--- src/rtl/signal_table_reader.sv ---
// Read-side master for the SignalTable sample memory: walks addresses 0..data_range-1
// circularly and turns each sample into the duty cycle of one 2^data_width-clock PWM period.
module signal_table_reader #(
  parameter int data_width = 8,
  parameter int addr_width = 7,
  parameter int data_range = 100
) (
  input  logic                  Clk,
  input  logic                  Rst,
  input  logic                  En,
  output logic [addr_width-1:0] address,
  output logic                  WR,
  input  logic [data_width-1:0] dataOut,
  output logic                  pwm_out,
  output logic                  sample_strobe,
  output logic                  table_wrap,
  output logic                  busy
);

  typedef enum logic [1:0] {IDLE, FETCH, LATCH, RUN} state_t;

  localparam logic [addr_width-1:0] LAST_IDX = addr_width'(data_range - 1);
  localparam logic [data_width-1:0] CNT_MAX  = '1;
  localparam logic [data_width-1:0] PREFETCH = data_width'(2);

  state_t                state_q, state_d;
  logic [addr_width-1:0] ptr_q, ptr_d;
  logic [data_width-1:0] nxt_q, nxt_d;
  logic [data_width-1:0] duty_q, duty_d;
  logic [data_width-1:0] cnt_q, cnt_d;
  logic                  strobe_q, strobe_d;
  logic                  wrap_q, wrap_d;
  logic [addr_width-1:0] ptr_adv;

  assign ptr_adv = (ptr_q == LAST_IDX) ? '0 : ptr_q + 1'b1;

  always_comb begin
    state_d  = state_q;
    ptr_d    = ptr_q;
    nxt_d    = nxt_q;
    duty_d   = duty_q;
    cnt_d    = cnt_q;
    strobe_d = 1'b0;
    wrap_d   = 1'b0;
    unique case (state_q)
      IDLE: begin
        cnt_d  = '0;
        duty_d = '0;
        if (En) state_d = FETCH;
      end
      FETCH: state_d = LATCH;
      LATCH: begin
        // The first sample goes straight to duty; the prefetch path takes over afterwards.
        nxt_d    = dataOut;
        duty_d   = dataOut;
        cnt_d    = '0;
        ptr_d    = ptr_adv;
        strobe_d = 1'b1;
        wrap_d   = (ptr_q == LAST_IDX);
        state_d  = RUN;
      end
      RUN: begin
        cnt_d = cnt_q + 1'b1;
        if (cnt_q == PREFETCH) nxt_d = dataOut;
        if (cnt_q == CNT_MAX) begin
          if (En) begin
            duty_d   = nxt_q;
            ptr_d    = ptr_adv;
            strobe_d = 1'b1;
            wrap_d   = (ptr_q == LAST_IDX);
          end else begin
            duty_d  = '0;
            cnt_d   = '0;
            state_d = IDLE;
          end
        end
      end
      default: state_d = IDLE;
    endcase
  end

  always_ff @(posedge Clk or posedge Rst) begin
    if (Rst) begin
      state_q  <= IDLE;
      ptr_q    <= '0;
      nxt_q    <= '0;
      duty_q   <= '0;
      cnt_q    <= '0;
      strobe_q <= 1'b0;
      wrap_q   <= 1'b0;
    end else begin
      state_q  <= state_d;
      ptr_q    <= ptr_d;
      nxt_q    <= nxt_d;
      duty_q   <= duty_d;
      cnt_q    <= cnt_d;
      strobe_q <= strobe_d;
      wrap_q   <= wrap_d;
    end
  end

  assign address       = ptr_q;
  assign WR            = 1'b0;
  assign pwm_out       = (state_q == RUN) && (cnt_q < duty_q);
  assign sample_strobe = strobe_q;
  assign table_wrap    = wrap_q;
  assign busy          = (state_q != IDLE);

endmodule
--- config.mk ---
export PLATFORM = sky130hd
export DESIGN_NAME = signal_table_reader
export DESIGN_NICKNAME = d
export VERILOG_FILES = /design/src/rtl/signal_table_reader.sv
export SDC_FILE = /design/constraint.sdc
export NUM_CORES = 1
export LEC_CHECK = 0
export BUFFER_PORTS_ARGS = -buffer_cell sky130_fd_sc_hd__buf_4
export CAP_MARGIN = 20
export CORE_MARGIN = 2
export CORE_UTILIZATION = 50
export CTS_BUF_LIST = sky130_fd_sc_hd__clkbuf_4 sky130_fd_sc_hd__clkbuf_8 sky130_fd_sc_hd__clkbuf_16
export CTS_CLUSTER_DIAMETER = 30
export DETAILED_ROUTE_END_ITERATION = 8
export PLACE_DENSITY = 0.8
export SLEW_MARGIN = 10
export SYNTH_ARGS = -nofsm -noshare
export SYNTH_HDL_FRONTEND = slang
export SYNTH_SLANG_ARGS = --single-unit
--- constraint.sdc ---
create_clock -name Clk -period 2.26 [get_ports Clk]
set_clock_uncertainty 0.2 [all_clocks]
set_input_delay 0.113 -clock Clk [delete_from_list [all_inputs] [get_ports Clk]]
set_output_delay 0.113 -clock Clk [all_outputs]
set_load 0.05 [all_outputs]
# After elaboration in Yosys (flattened, before gate mapping)
# Cells that the tools add are included.
# Widths: inputs -> output; s select.
# totals
register_bits	35
mem_count	0
latchBits	0
mem_bits_rw	0
out_inout_bits	12
mem_bits_ro	0
# classes
addsub	2
shift	0
div	0
reduce_logical	11
n_eq_ne	11
mul	0
n_lt_le_gt_ge	1
n_bitwise	0
muxes	22
# op_table
operator	count
$mux 8	5
$pmux 8 s2	2
$pmux 8 s3	1
$mux 7	3
$pmux 7 s2	1
$ne 2x2->1 const B	5
$add 8x1->8 const B	1
$eq 8x2->1 const B	1
$eq 8x8->1 const B	1
$lt 8x8->1	1
$pmux 2 s4	1
$add 7x1->7 const B	1
$eq 7x7->1 const B	1
$mux 2	3
$reduce_and 3->1	2
$reduce_bool 2->1	3
$eq 2x2->1 const B	2
$mux 1	4
$pmux 1 s2	2
$reduce_and 2->1	2
$reduce_bool 3->1	1
$eq 2x1->1 const B	1
$logic_not 2->1	1
$reduce_or 2->1	1
$logic_and 1x1->1	1

# Logic depth before layout (Yosys ltp)
# depth
ltp_word	5
depth_mapped	6
ltp_nobuf	6

# Worst setup path after synthesis
# OpenSTA, ideal clock, no wires.
# synth_path
path_type	register -> output
startpoint	register cnt_q[6]
endpoint	output pwm_out
setup_slack_ps	-149
path_buffers	0
stages_incl_launch_ff	5
arrival_ps	2096
path_cell_list	dfrtp_1 ha_1 and3_1 a2111o_1 a31oi_1
# synth_between
elab_chain_cells	2
# synth_rtl
element	line	rtl
start, declared	30	logic [data_width-1:0] cnt_q, cnt_d;
start signal, assigned	96	cnt_q <= cnt_d;
$lt 8x8->1	104	assign pwm_out = (state_q == RUN) && (cnt_q < duty_q);
$logic_and 1x1->1	104	
end, declared	14	output logic pwm_out,
# No other way between the ends.

# Worst setup path after layout
# layout_path
startpoint	register duty_q[6]
endpoint	output pwm_out
# layout_between
elab_chain_cells	2
# layout_rtl
element	line	rtl
start, declared	29	logic [data_width-1:0] duty_q, duty_d;
start signal, assigned	95	duty_q <= duty_d;
$lt 8x8->1	104	
$logic_and 1x1->1	104	
# No other way between the ends.

==> impl_metrics.ini <==
[status]
outcome = complete, no violations

[die]
dieHeight_um = 66.2
dieArea_um2 = 4380
die_w_um = 66.2
coreArea_um2 = 3690
initial_core_util_pct = 52.4
rows = 22
io_pins = 23

[timing]
min_period_ps = 2250
rsz0062_at_grt = yes
final_hold_viol_count = 0
fin_hold_ws_ps = 150
setup_violations = 0
slew_viol_final = 0
fmax_mhz = 444
setup_tns_ps = 0
period_share_pct = 99.6

[detailed_routing]
totalWireLength_um = 4370
wire_per_inst_um = 15.9
ant_nets = 0
drcViolationCount = 0
dr.pass1.iters = 4
vias = 1512
avgViaCountPerCell = 5.52
drt_iter0_drc = 48

[layout]
final_cells = 274
layout_common_cells = dfrtp_1 (33), buf_4 (31), nand2_1 (14)
nets = 251
final_area_um2 = 2450
area_delta_synth_final_pct = 27.0
final.fill_count = 276
layout_commonest_cell = dfrtp_1
antenna_cells = 0
drive_gt1_share_pct = 31.0

[grt]
grt_pass1_vias = 1516
antenna_found_initial = 0
gr-total-overflow = 0
grt_max_degree = 36
grt_pass1_wl_um = 7070
track_usage_pct = 22.3

[power_and_ir_drop]
p_leak_nw = 1.11
irDropWorstVdd_mv = 0.775
p_per_area_nw_per_um2 = 1230

[place]
port_buffers = 21
hpwl_um = 2760
place_area_um2 = 2180
gp_congestion = 0.860
post-place-cells = 253

[synthesis]
yosys_warnings = 0
synthArstFlopShare_pct = 100
post_synth_num_cell_types = 37
syn_inst = 182
synth-main-ff-cell = dfrtp_1
synth_area_um2 = 1930
ys_ff_latch = 35
syn-num-nets = 208
avgSynthCellArea_um2 = 10.6
ys_seq_area_share_pct = 45.3
synth_edf_count = 0

[clocking]
cts_buffers = 5
clkLatencyLatePin_ps = 280
cts.sinks = 35
cts_tree = built
htreeDepth = 2
clockRootBuffer = clkbuf_8
clockBufferDepth = 2
clk_pin_slew_worst_paths_ps = 60

[critical_path]
worst_path_max_delay_cell = a2111o_1
cp.required_ps = 1950
crit_chain = inv_2 -> ha_4 -> a21oi_4 -> nor2b_2 -> a2111o_1 -> a31oi_2 -> buf_6
critPathKind = flip-flop to output port
crit_path_max_incr_delay_ps = 400
end_kind = output port
start_kind = flip-flop
path_max_fanout = 2
worst_ep_arrival_time_ps = 1940

[run]
maxCapViolCount = 0

[worst_hold_path]
min_path_type = primary input to flip-flop
worst max-delay path: cells and delay by family (launching register included):
family | cells | cell delay, ps
adders and majority gates | 1 | 220
and+or+nand+nor | 1 | 70
buffers and inverters | 2 | 260
DFF | 1 | 370
AOI/OAI and AO/OA | 3 | 720
registers in the layout, summed over array words and instances, names as in the netlist:
name           count
state_q            2
nxt_q              8
cnt_q              8
sample_strobe      1
table_wrap         1
duty_q             8
address            7
cells by family (layout without fill, tap and decap cells):
group                    after synthesis  count (layout)  share of synthesized area [%]
XOR/XNOR                               4               4                           1.81
AO/OA/AOI/OAI                         38              38                           14.5
multiplexers                          18              18                           9.97
AND/OR/NAND/NOR                       50              50                           13.8
flip-flops                            35              35                           45.3
adder cells (fa/ha/maj)               15              15                           9.71
other                                  1               1                          0.194
buffers and inverters                 21              65                           4.73
through the flow:
step	setup WS (ps)	total power, mW	utilization [%]
6_report	8.48	3.02	66.6
5_1_grt	-44.7	3.21	66.6
4_1_cts	4.96	2.99	65.7
3_5_place_dp	144	2.42	59.1
3_3_place_gp	226	2.37	59.1
2_1_floorplan	99.8	2.04	-
where the power goes:
group / internal (mW) / switching [mW]
clock network: 0.290 / 0.213
registers: 0.830 / 0.154
logic: 0.657 / 0.876
total: 1.78 / 1.24
cell type report:
type / count / area [um2] / share of cell area, %
clock buffers: 8 / 104 / 4.23
inverters: 16 / 60.1 / 2.45
flip-flops and latches: 35 / 878 / 35.8
repair buffers: 41 / 334 / 13.6
well taps: 48 / 60.1 / 2.45
multi-input cells: 126 / 1020 / 41.5
Yosys cell counts, types with 3 or more instances:
master,n,area (um2)
dfrtp_1,35,876
inv_1,16,60.1
ha_1,15,188
nand2_1,14,52.6
o21ai_0,12,60.1
mux2_2,10,113
mux2i_1,8,80.1
a22oi_1,7,52.6
nand3_1,6,30.0
a21oi_1,5,25.0
nand2b_1,5,31.3
nor2_1,5,18.8
nand4_1,4,25.0
xnor2_1,4,35.0
nor2b_1,3,18.8
nor4_1,3,18.8
timing repair:
action,4_1_cts,5_1_grt
gates resized for setup,7,6
hold endpoints to repair,50,0
hold buffers,9,0
pin swaps,0,2
buffers inserted,3,1
endpoints found under the setup margin,1,1
metal layers:
layer  GRT usage (%)  wire length, um
met5               0                0
met4            10.7               73
met3            5.11              131
met2            37.0             2250
met1            27.2             1910
path summary, 6_finish.rpt:
path                                         from  slack, ps                     end  cells past startpoint
setup / recovery            duty_q[6]$_DFFE_PP0P_          8                 pwm_out                      7
hold / removal                                 En        150  state_q[0]$_DFFE_PP0P_                      4
setup reg to reg           state_q[0]$_DFFE_PP0P_        240    nxt_q[4]$_DFFE_PP0P_                      6
hold reg to reg            address[6]$_DFFE_PP0P_        300  address[6]$_DFFE_PP0P_                      1
max in group asynchronous                     Rst       1230    cnt_q[6]$_DFFE_PP0P_                      4
min in group asynchronous                     Rst        310   duty_q[3]$_DFFE_PP0P_                      4
Power figures use the tool's default switching activity.
